**config.mk**
```make
export PLATFORM = sky130hd
export DESIGN_NAME = i2c_master
export DESIGN_NICKNAME = d
export VERILOG_FILES = /design/src/rtl/i2c_pkg.sv /design/src/rtl/i2c_qtick.sv /design/src/rtl/i2c_master.sv
export SDC_FILE = /design/constraint.sdc
export NUM_CORES = 1
export LEC_CHECK = 0
export ABC_CLOCK_PERIOD_IN_PS = 2810
export CAP_MARGIN = 20
export CORE_MARGIN = 10
export CORE_UTILIZATION = 50
export DETAILED_ROUTE_END_ITERATION = 7
export PLACE_DENSITY = 0.75
export SLEW_MARGIN = 20
export SYNTH_ARGS = -nofsm -noshare
export SYNTH_HDL_FRONTEND = slang
export SYNTH_HIERARCHICAL = 1
export SYNTH_SLANG_ARGS = --single-unit
```
**constraint.sdc**
```tcl
create_clock -name clk -period 2.81 [get_ports clk]
set_input_delay 0.4215 -clock clk [delete_from_list [all_inputs] [get_ports clk]]
set_output_delay 0.4215 -clock clk [all_outputs]
set_load 0.005 [all_outputs]
```
**src/rtl/i2c_pkg.sv**
```systemverilog
// rtl/i2c_pkg.sv - shared types and constants for the i2c_master controller
package i2c_pkg;

  // Controller sequencing states.
  typedef enum logic [3:0] {
    IDLE,
    START,
    BYTE,
    ACK,
    RSTART,
    READ,
    MACK,
    STOP,
    DONE
  } i2c_state_e;

  // Level of SDA during an acknowledge slot.
  localparam logic I2C_ACK  = 1'b0;
  localparam logic I2C_NACK = 1'b1;

  // Layout of the address byte: {addr[6:0], rw}.
  localparam int I2C_RW_BIT   = 0;
  localparam int I2C_ADDR_LSB = 1;
  localparam int I2C_ADDR_MSB = 7;

  localparam logic I2C_RW_WRITE = 1'b0;
  localparam logic I2C_RW_READ  = 1'b1;

  // Address of the on-chip slave used for loopback self-test.
  localparam logic [6:0] DEFAULT_DEV_ADDR = 7'h70;

  // Build the first byte of a transfer from a 7-bit address and direction.
  function automatic logic [7:0] addr_byte(input logic [6:0] dev, input logic dir);
    logic [7:0] b;
    b = 8'h00;
    b[I2C_ADDR_MSB:I2C_ADDR_LSB] = dev;
    b[I2C_RW_BIT] = dir;
    return b;
  endfunction

endpackage

```
**src/rtl/i2c_qtick.sv**
```systemverilog
// rtl/i2c_qtick.sv - SCL quarter-period tick generator with hold and clear
module i2c_qtick
  import i2c_pkg::*;
#(
  parameter int CLK_DIV = 8
) (
  input  logic clk,
  input  logic rst_n,
  input  logic clr_i,
  input  logic hold_i,
  output logic tick_o
);

  localparam logic [7:0] LAST = 8'(CLK_DIV - 1);

  logic [7:0] cnt_q, cnt_d;

  // Count CLK_DIV cycles per quarter; hold freezes the count, clear parks it at 0.
  always_comb begin
    cnt_d = cnt_q;
    if (clr_i) begin
      cnt_d = 8'd0;
    end else if (!hold_i) begin
      cnt_d = (cnt_q == LAST) ? 8'd0 : cnt_q + 8'd1;
    end
  end

  // Quarter counter register.
  always_ff @(posedge clk) begin
    if (!rst_n) begin
      cnt_q <= 8'd0;
    end else begin
      cnt_q <= cnt_d;
    end
  end

  assign tick_o = !clr_i && !hold_i && (cnt_q == LAST);

endmodule

```
**src/rtl/i2c_master.sv**
```systemverilog
// rtl/i2c_master.sv - single-master I2C register write/read controller (option: I2C_MASTER_STRETCH_EN)
module i2c_master
  import i2c_pkg::*;
#(
  parameter int CLK_DIV = 8
) (
  input  logic       clk,
  input  logic       rst_n,
  input  logic       start,
  input  logic       rw,
  input  logic [6:0] dev_addr,
  input  logic [7:0] reg_addr,
  input  logic [7:0] wdata,
  output logic       ready,
  output logic       done,
  output logic       nack,
  output logic [7:0] rdata,
  output logic       scl_oe,
  output logic       sda_oe,
  input  logic       sda_i,
  input  logic       scl_i
);

  i2c_state_e state_q, state_d;
  logic [1:0] phase_q, phase_d;
  logic [2:0] bit_q, bit_d;
  logic [1:0] byte_q, byte_d;
  logic [7:0] tx_q, tx_d;
  logic [7:0] rx_q, rx_d;
  logic       ack_q, ack_d;
  logic       rw_q, rw_d;
  logic [6:0] dev_q, dev_d;
  logic [7:0] reg_q, reg_d;
  logic [7:0] wdata_q, wdata_d;
  logic       nack_q, nack_d;
  logic       done_q, done_d;
  logic [7:0] rdata_q, rdata_d;
  logic       scl_oe_c, sda_oe_c;

  logic tick, hold, slot_end, samp, qclr;

  assign qclr     = (state_q == IDLE) || (state_q == DONE);
  assign slot_end = tick && (phase_q == 2'd3);
  assign samp     = tick && (phase_q == 2'd2);

`ifdef I2C_MASTER_STRETCH_EN
  // A slave holding SCL low while we have released it stalls the high phase.
  assign hold = (phase_q == 2'd1) && !scl_oe_c && !scl_i;
`else
  logic unused_scl;
  assign unused_scl = scl_i;
  assign hold = 1'b0;
`endif

  i2c_qtick #(.CLK_DIV(CLK_DIV)) u_qtick (
    .clk    (clk),
    .rst_n  (rst_n),
    .clr_i  (qclr),
    .hold_i (hold),
    .tick_o (tick)
  );

  // Next-state sequencing and pad drive for each slot and quarter.
  always_comb begin
    state_d  = state_q;
    phase_d  = phase_q;
    bit_d    = bit_q;
    byte_d   = byte_q;
    tx_d     = tx_q;
    rx_d     = rx_q;
    ack_d    = ack_q;
    rw_d     = rw_q;
    dev_d    = dev_q;
    reg_d    = reg_q;
    wdata_d  = wdata_q;
    nack_d   = nack_q;
    done_d   = 1'b0;
    rdata_d  = rdata_q;
    scl_oe_c = 1'b0;
    sda_oe_c = 1'b0;

    if (tick) begin
      phase_d = phase_q + 2'd1;
    end

    case (state_q)
      IDLE: begin
        if (start) begin
          state_d = START;
          phase_d = 2'd0;
          rw_d    = rw;
          dev_d   = dev_addr;
          reg_d   = reg_addr;
          wdata_d = wdata;
          nack_d  = 1'b0;
        end
      end
      START, RSTART: begin
        scl_oe_c = (phase_q == 2'd3);
        sda_oe_c = (phase_q >= 2'd2);
        if (slot_end) begin
          state_d = BYTE;
          bit_d   = 3'd7;
          if (state_q == START) begin
            tx_d   = addr_byte(dev_q, I2C_RW_WRITE);
            byte_d = 2'd0;
          end else begin
            tx_d   = addr_byte(dev_q, I2C_RW_READ);
            byte_d = 2'd2;
          end
        end
      end
      BYTE: begin
        scl_oe_c = (phase_q == 2'd0) || (phase_q == 2'd3);
        sda_oe_c = !tx_q[7];
        if (slot_end) begin
          tx_d = {tx_q[6:0], 1'b0};
          if (bit_q == 3'd0) begin
            state_d = ACK;
          end else begin
            bit_d = bit_q - 3'd1;
          end
        end
      end
      ACK: begin
        scl_oe_c = (phase_q == 2'd0) || (phase_q == 2'd3);
        if (samp) begin
          ack_d = sda_i;
        end
        if (slot_end) begin
          if (ack_q == I2C_NACK) begin
            nack_d  = 1'b1;
            state_d = STOP;
          end else begin
            case (byte_q)
              2'd0: begin
                state_d = BYTE;
                tx_d    = reg_q;
                bit_d   = 3'd7;
                byte_d  = 2'd1;
              end
              2'd1: begin
                if (rw_q) begin
                  state_d = RSTART;
                end else begin
                  state_d = BYTE;
                  tx_d    = wdata_q;
                  bit_d   = 3'd7;
                  byte_d  = 2'd2;
                end
              end
              default: begin
                if (rw_q) begin
                  state_d = READ;
                  bit_d   = 3'd7;
                end else begin
                  state_d = STOP;
                end
              end
            endcase
          end
        end
      end
      READ: begin
        scl_oe_c = (phase_q == 2'd0) || (phase_q == 2'd3);
        if (samp) begin
          rx_d = {rx_q[6:0], sda_i};
        end
        if (slot_end) begin
          if (bit_q == 3'd0) begin
            state_d = MACK;
          end else begin
            bit_d = bit_q - 3'd1;
          end
        end
      end
      MACK: begin
        // SDA stays released: the master NACKs the single read byte.
        scl_oe_c = (phase_q == 2'd0) || (phase_q == 2'd3);
        if (slot_end) begin
          state_d = STOP;
        end
      end
      STOP: begin
        scl_oe_c = (phase_q == 2'd0);
        sda_oe_c = (phase_q <= 2'd1);
        if (slot_end) begin
          state_d = DONE;
        end
      end
      DONE: begin
        state_d = IDLE;
        done_d  = 1'b1;
        if (rw_q && !nack_q) begin
          rdata_d = rx_q;
        end
      end
      default: begin
        state_d = IDLE;
      end
    endcase
  end

  // State and datapath registers.
  always_ff @(posedge clk) begin
    if (!rst_n) begin
      state_q <= IDLE;
      phase_q <= 2'd0;
      bit_q   <= 3'd0;
      byte_q  <= 2'd0;
      tx_q    <= 8'h00;
      rx_q    <= 8'h00;
      ack_q   <= 1'b0;
      rw_q    <= 1'b0;
      dev_q   <= 7'h00;
      reg_q   <= 8'h00;
      wdata_q <= 8'h00;
      nack_q  <= 1'b0;
      done_q  <= 1'b0;
      rdata_q <= 8'h00;
    end else begin
      state_q <= state_d;
      phase_q <= phase_d;
      bit_q   <= bit_d;
      byte_q  <= byte_d;
      tx_q    <= tx_d;
      rx_q    <= rx_d;
      ack_q   <= ack_d;
      rw_q    <= rw_d;
      dev_q   <= dev_d;
      reg_q   <= reg_d;
      wdata_q <= wdata_d;
      nack_q  <= nack_d;
      done_q  <= done_d;
      rdata_q <= rdata_d;
    end
  end

  assign ready  = (state_q == IDLE);
  assign done   = done_q;
  assign nack   = nack_q;
  assign rdata  = rdata_q;
  assign scl_oe = scl_oe_c;
  assign sda_oe = sda_oe_c;

endmodule

```
### Yosys cells after proc, flatten, opt, wreduce, memory -nomap -nowiden

Cells that the tools add are included.

| word-level totals | value |
|---|---|
| register bits | 70 |
| bits of input ports | 29 |
| output and inout port bits | 13 |
| logic and storage cells | 127 |

| operators by class | value |
|---|---|
| $add $sub $neg | 3 |
| $lt $le $gt $ge | 2 |
| equality and inequality tests | 28 |
| mux-type cells | 48 |
| bitwise logic cells | 1 |
| reductions and logical operators | 30 |

Operators with widths:

| kind | number |
|---|---|
| $mux W8 | 5 |
| $mux W4 | 9 |
| $pmux W4 S7 | 1 |
| $mux W3 | 9 |
| $ne A2 B2 Y1 const B | 12 |
| $pmux W8 S3 | 1 |
| $mux W2 | 9 |
| $eq A4 B3 Y1 const B | 4 |
| $pmux W8 S2 | 1 |
| $pmux W3 S2 | 2 |
| $pmux W3 S3 | 1 |
| $reduce_and A9 Y1 | 1 |
| $add A8 B1 Y8 const B | 1 |
| $eq A4 B2 Y1 const B | 2 |
| $eq A8 B3 Y1 const B | 1 |
| $pmux W2 S2 | 2 |
| $reduce_and A2 Y1 | 4 |
| $reduce_and A8 Y1 | 1 |
| $reduce_and A7 Y1 | 1 |
| $ne A3 B3 Y1 const B | 2 |
| $pmux W1 S3 | 2 |
| $reduce_and A6 Y1 | 1 |
| $reduce_bool A3 Y1 | 2 |
| $mux W1 | 5 |
| 23 further kinds | 33 |

### Depth between registers and ports, before layout

Gate-level depths: netlist of the first run.

| logic depth | value |
|---|---|
| depth in word-level cells | 7 |
| depth in mapped cells | 7 |
| depth with buffers taken out | 7 |

### Modules after synthesis

The synthesis of the first run kept the hierarchy.

By module, submodules not included:

| module | times used | cells each | area an instance (µm²) | seq. area each (µm²) |
|---|---|---|---|---|
| i2c_master | 1 | 368 | 3,095.5 | 1,241.2 |
| i2c_qtick | 1 | 40 | 386.6 | 160.2 |

### Worst setup path before layout of the first run

No wires, ideal clock.

| timing | value |
|---|---|
| path kind | register to register |
| start | reg u_qtick.cnt_q[6] |
| end | reg tx_q[1] |
| library setup time | 0.125 ns |
| arrival time | 2.483 ns |
| data required time | 2.685 ns |
| slack | 0.202 ns |
| cell stages (with the launch flop) | 7 |
| path buffers | 0 |
| period minus slack after synthesis | 2.608 ns |
| cells stage by stage | dfxtp_1 -> or4_4 -> nor4_1 -> nand2_1 -> nor4_4 -> o21a_2 -> a31oi_1 |

| on the way | value |
|---|---|
| longest elaborated chain between the ends | 5 |
| elaborated cells between the ends (all ways) | 7 |
| classes of those cells | eq/ne (4); reduce/logical (3) |

RTL lines:

| what | RTL line | source |
|---|---|---|
| start: declaration | i2c_qtick.sv:16 | `logic [7:0] cnt_q, cnt_d;` |
| start signal: assignment | i2c_qtick.sv:33 | `cnt_q <= cnt_d;` |
| $eq A8 B3 Y1 * | i2c_qtick.sv:37 | `assign tick_o = !clr_i && !hold_i && (cnt_q == LAST);` |
| $logic_and A1 B1 Y1 * | i2c_qtick.sv:37 |  |
| net tick | i2c_master.sv:40 | `logic tick, hold, slot_end, samp, qclr;` |
| $logic_and A1 B1 Y1 * | i2c_master.sv:43 | `assign slot_end = tick && (phase_q == 2'd3);` |
| $ne A2 B2 Y1 (no source line) | - |  |
| $reduce_and A7 Y1 (no source line) * | - |  |
| end signal: assignment | i2c_master.sv:226 | `tx_q <= tx_d;` |
| end: declaration | i2c_master.sv:28 | `logic [7:0] tx_q, tx_d;` |

The timed path passes the listed nets; every way through them passes the cells marked *.
A chain may end at the register's enable or synchronous reset.

### Worst setup path in the final report of the first run

| timing | value |
|---|---|
| start | reg phase_q[1] |
| end | out scl_oe |

| on the way | value |
|---|---|
| longest elaborated chain between the ends | 3 |
| elaborated cells between the ends (all ways) | 4 |
| classes of those cells | eq/ne (1); mux (1); reduce/logical (2) |

RTL lines:

| what | RTL line | source |
|---|---|---|
| start: declaration | i2c_master.sv:25 | `logic [1:0] phase_q, phase_d;` |
| start signal: assignment | i2c_master.sv:223 | `phase_q <= phase_d;` |
| $eq A2 B2 Y1 or $logic_not A2 Y1 (tied branches) | - |  |
| $logic_or A1 B1 Y1 | - |  |
| $pmux W1 S3 * | i2c_master.sv:86 | `case (state_q)` |
| end: declaration | i2c_master.sv:18 | `output logic scl_oe,` |

Every way passes the cells marked *; elsewhere a longest branch is shown, timed or not.

==> summary.txt, run 1 <==
CTS
  • Max clock buf depth: 2
  • Clock Sinks: 70
  • Num CTS Buffers: 9
  • Clk pin slew, worst setup/hold paths: 80 ps
  • Post-CTS sizing: 0
  • CTS tree: done
  • H-tree depth: 3
  • Clock Latency Late Sink: 340 ps
  • Hold-fix buffers at CTS: 0
  • Root buf cell: clkbuf_8
  • Setup Buffers After CTS: 0

Synthesis
  • Async SR Flop Fraction: 0%
  • Syn Area/Cell: between 8 and 9 um2
  • #FFs+latches synth: 70
  • Yosys cell types: 55
  • Mapped Area: roughly 3500 um2
  • Predominant post-synthesis flop cell: dfxtp_1
  • Number of flops mapped to enable cells by yosys: 0
  • Ys Warns: 6
  • Post-synthesis sequential area ratio: between 40% and 50%
  • Mapped Cells: 408

Setup path
  • WP data arrival: 2160 ps
  • Kind of critical path: flop to output port
  • Reg2reg start: u_qtick/cnt_q[6]$_SDFFE_PP0N_
  • Critical path launch point: phase_q[1]$_SDFF_PN0_
  • WP data required: 2390 ps
  • Critical Path Fanout Max: 5
  • CP Launch Type: flop
  • CP endpoint kind: output port

Detailed routing
  • Drt initial violations: 143
  • Remaining DRCs: 0
  • Routed wire length: 7860 um
  • Via count: 2,965
  • Routed Antenna Nets: 0
  • Drt via density: 5.40
  • Wire per inst: 14.3 um
  • DRT Pass-1 Iters: 4

Die
  • Starting Density: 51.3%
  • Die W: between 100 and 150 um
  • Core area: 6790 um2
  • Row count: 30
  • Die H: 103 um
  • Die area: 10,700 um2
  • I/O pin total: 42

Placement
  • Number of I/O port buffers: 40
  • Final HPWL DP: 5600 um
  • Gp weighted congestion: 0.946
  • Post-place instance area: around 4000 um2

Timing
  • RSZ-0062 raised after global routing: no
  • Fin. max-slew vios: 0
  • FMAX: 388 MHz
  • Worst Max-Slew Pin Slew: 839 ps
  • # setup viols final: 0
  • Clock Skews: 6.32 ps
  • Sum Neg Setup Slack: 0 ps
  • Rel. slew slack: 43.9%
  • Crit path time final: 2580 ps
  • Fin. Hold Viols: 0
  • Tcrit/Tclk final: 91.8%

Outcome
  • Status: complete, no violations

Min path
  • HP Class: flop to flop
  • Hold Path Origin: reg_q[7]$_SDFFE_PN0P_

Power
  • Power Density: 734 nW/um2
  • Peak supply drop: between 400 and 500 uV
  • Leakage: ~1.6 nW

GRT
  • Initial antenna violation count: 0
  • Vias in the first global route: around 2,900
  • First-pass GRT wire length: around 13,000 um
  • Gr ovfl total: 0
  • Pin count of the biggest net entering global routing: 34
  • Tot GR Track Use: 15.4%

Layout
  • Share of cells above drive strength 1: roughly 8.6%
  • Finished Cell Area: 4190 um2
  • Synthesis-to-layout area growth: 20.3%
  • Util after Layout: 61.6%
  • Nets: roughly 480
  • Antenna diodes: 0

Run
  • Max-cap viol count: 0
[worst max-delay path, cell delays in order, from the launching register on]
cell,delay [ps]
dfxtp_1,410
inv_1,100
ha_1,330
nand2b_1,160
a21oi_1,140
a221oi_1,70
nor2_1,100
clkdlybuf4s50_1,500
[cells in the mapped netlist, types with 2 or more instances]
cell type | instances | area, um2
nor2_1 | 42 | 158
inv_1 | 11 | 41.3
a221oi_1 | 3 | 26.3
o221ai_1 | 9 | 78.8
ha_1 | 7 | 87.6
nand2b_1 | 13 | 81.3
and2_1 | 3 | 18.8
a211oi_1 | 2 | 15.0
nand3_1 | 5 | 25.0
nand2_1 | 72 | 270
dfxtp_1 | 70 | 1400
nor3_4 | 2 | 32.5
buf_4 | 3 | 22.5
nor2b_1 | 4 | 25.0
a31oi_1 | 8 | 50.1
o211ai_1 | 3 | 22.5
mux2i_1 | 33 | 330
buf_2 | 9 | 45.0
nand3b_1 | 2 | 15.0
xor2_1 | 3 | 26.3
or3_1 | 3 | 18.8
o21ai_0 | 8 | 40.0
buf_1 | 3 | 11.3
and3_1 | 2 | 12.5
a21oi_1 | 35 | 175
clkbuf_1 | 11 | 41.3
nor4_1 | 2 | 12.5
xnor2_1 | 2 | 17.5
nor3_1 | 2 | 10.0
a211o_1 | 9 | 78.8
nand4b_1 | 3 | 26.3
[where the power goes]
group	total, mW	switching (mW)	internal (mW)
Sequential	1.19	0.0910	1.09
Clock	0.889	0.387	0.502
Combinational	1.00	0.594	0.407
Total	3.08	1.07	2.00
[layout make-up]
| type | instances | area, um2 |
|---|---|---|
| fillers | 596 | 2610 |
| multi-input cells | 305 | 1930 |
| flip-flops and latches | 70 | 1400 |
| repair buffers | 51 | 483 |
| clock buffers | 11 | 131 |
| well taps | 96 | 120 |
| clock inverters | 5 | 83.8 |
| inverters | 11 | 41.3 |
[metal layers]
| layer | global-route usage [%] | wire length, um |
|---|---|---|
| met1 | 18.9 | 3530 |
| met2 | 25.7 | 3880 |
| met3 | 3.06 | 358 |
| met4 | 6.63 | 93 |
| met5 | 0 | 0 |
[registers in the layout, indices dropped and copies added, names as in the netlist]
register / count
bit_q: 3
tx_q: 8
dev_q: 7
ack_q: 1
reg_q: 8
rw_q: 1
rx_q: 8
byte_q: 2
rdata: 8
wdata_q: 8
phase_q: 2
state_q: 4
done: 1
nack: 1
u_qtick/cnt_q: 8
[final timing paths]
path	endpoint	slack (ps)	depth (start not counted)
max	scl_oe	230	7
min	reg_q[7]$_SDFFE_PN0P_	460	2
max reg2reg	tx_q[4]$_SDFFE_PN0P_	270	7
min reg2reg	reg_q[7]$_SDFFE_PN0P_	460	2
[cell usage in the layout, fill, tap and decap left out, types with 2 or more instances in the layout]
| cell | instances |
|---|---|
| a211o_1 | 9 |
| a211oi_1 | 2 |
| a21oi_1 | 35 |
| a221oi_1 | 3 |
| a31oi_1 | 8 |
| and2_1 | 3 |
| and3_1 | 2 |
| buf_4 | 11 |
| bufinv_16 | 2 |
| clkbuf_1 | 2 |
| clkbuf_8 | 9 |
| clkdlybuf4s50_1 | 40 |
| clkinvlp_4 | 2 |
| conb_1 | 6 |
| dfxtp_1 | 70 |
| ha_1 | 7 |
| inv_1 | 11 |
| mux2i_1 | 33 |
| nand2_1 | 72 |
| nand2b_1 | 13 |
| nand3_1 | 5 |
| nand3b_1 | 2 |
| nand4b_1 | 3 |
| nor2_1 | 42 |
| nor2b_1 | 4 |
| nor3_1 | 2 |
| nor3_4 | 2 |
| nor4_1 | 2 |
| o211ai_1 | 3 |
| o21ai_0 | 8 |
| o221ai_1 | 9 |
| or3_1 | 3 |
| xnor2_1 | 2 |
| xor2_1 | 3 |
[cell families after synthesis]
| logic type | after synthesis | share of synthesized area [%] |
|---|---|---|
| muxes | 33 | 9.49 |
| buffers and inverters | 38 | 4.96 |
| other | 1 | 0.108 |
| DFF | 70 | 40.2 |
| xor gates and xnor gates | 5 | 1.26 |
| AOI/OAI and AO/OA | 87 | 17.1 |
| adders and majority gates | 7 | 2.52 |
| and+or+nand+nor | 167 | 24.3 |
[metrics by stage]
stage | power [mW] | hold WS (ps) | std cells | setup WS [ps]
2_1_floorplan | 1.95 | 436 | 413 | 202
3_3_place_gp | 2.18 | 443 | 533 | 428
3_5_place_dp | 2.21 | 447 | 533 | 373
4_1_cts | 3.09 | 457 | 549 | 221
5_1_grt | 3.27 | 474 | 549 | 104
6_report | 3.08 | 456 | 549 | 231
Power figures use the tool's default switching activity.
==> inputs of run 2 (changes only) <==
--- a/config.mk
+++ b/config.mk
@@ -11,6 +11,7 @@
 export CORE_UTILIZATION = 50
 export DETAILED_ROUTE_END_ITERATION = 7
 export PLACE_DENSITY = 0.75
+export SKIP_CTS_REPAIR_TIMING = 1
 export SLEW_MARGIN = 20
 export SYNTH_ARGS = -nofsm -noshare
 export SYNTH_HDL_FRONTEND = slang
==> results of run 2 <==
No change in the layout: final DEF, timing and power equal those of run 1.
==> inputs of run 3 (changes only) <==
--- a/config.mk
+++ b/config.mk
@@ -12,8 +12,8 @@
 export DETAILED_ROUTE_END_ITERATION = 7
 export PLACE_DENSITY = 0.75
 export SKIP_CTS_REPAIR_TIMING = 1
-export SLEW_MARGIN = 20
 export SYNTH_ARGS = -nofsm -noshare
 export SYNTH_HDL_FRONTEND = slang
 export SYNTH_HIERARCHICAL = 1
 export SYNTH_SLANG_ARGS = --single-unit
+export TNS_END_PERCENT = 1
==> results of run 3 <==
No change in the layout: final DEF, timing and power equal those of run 1.
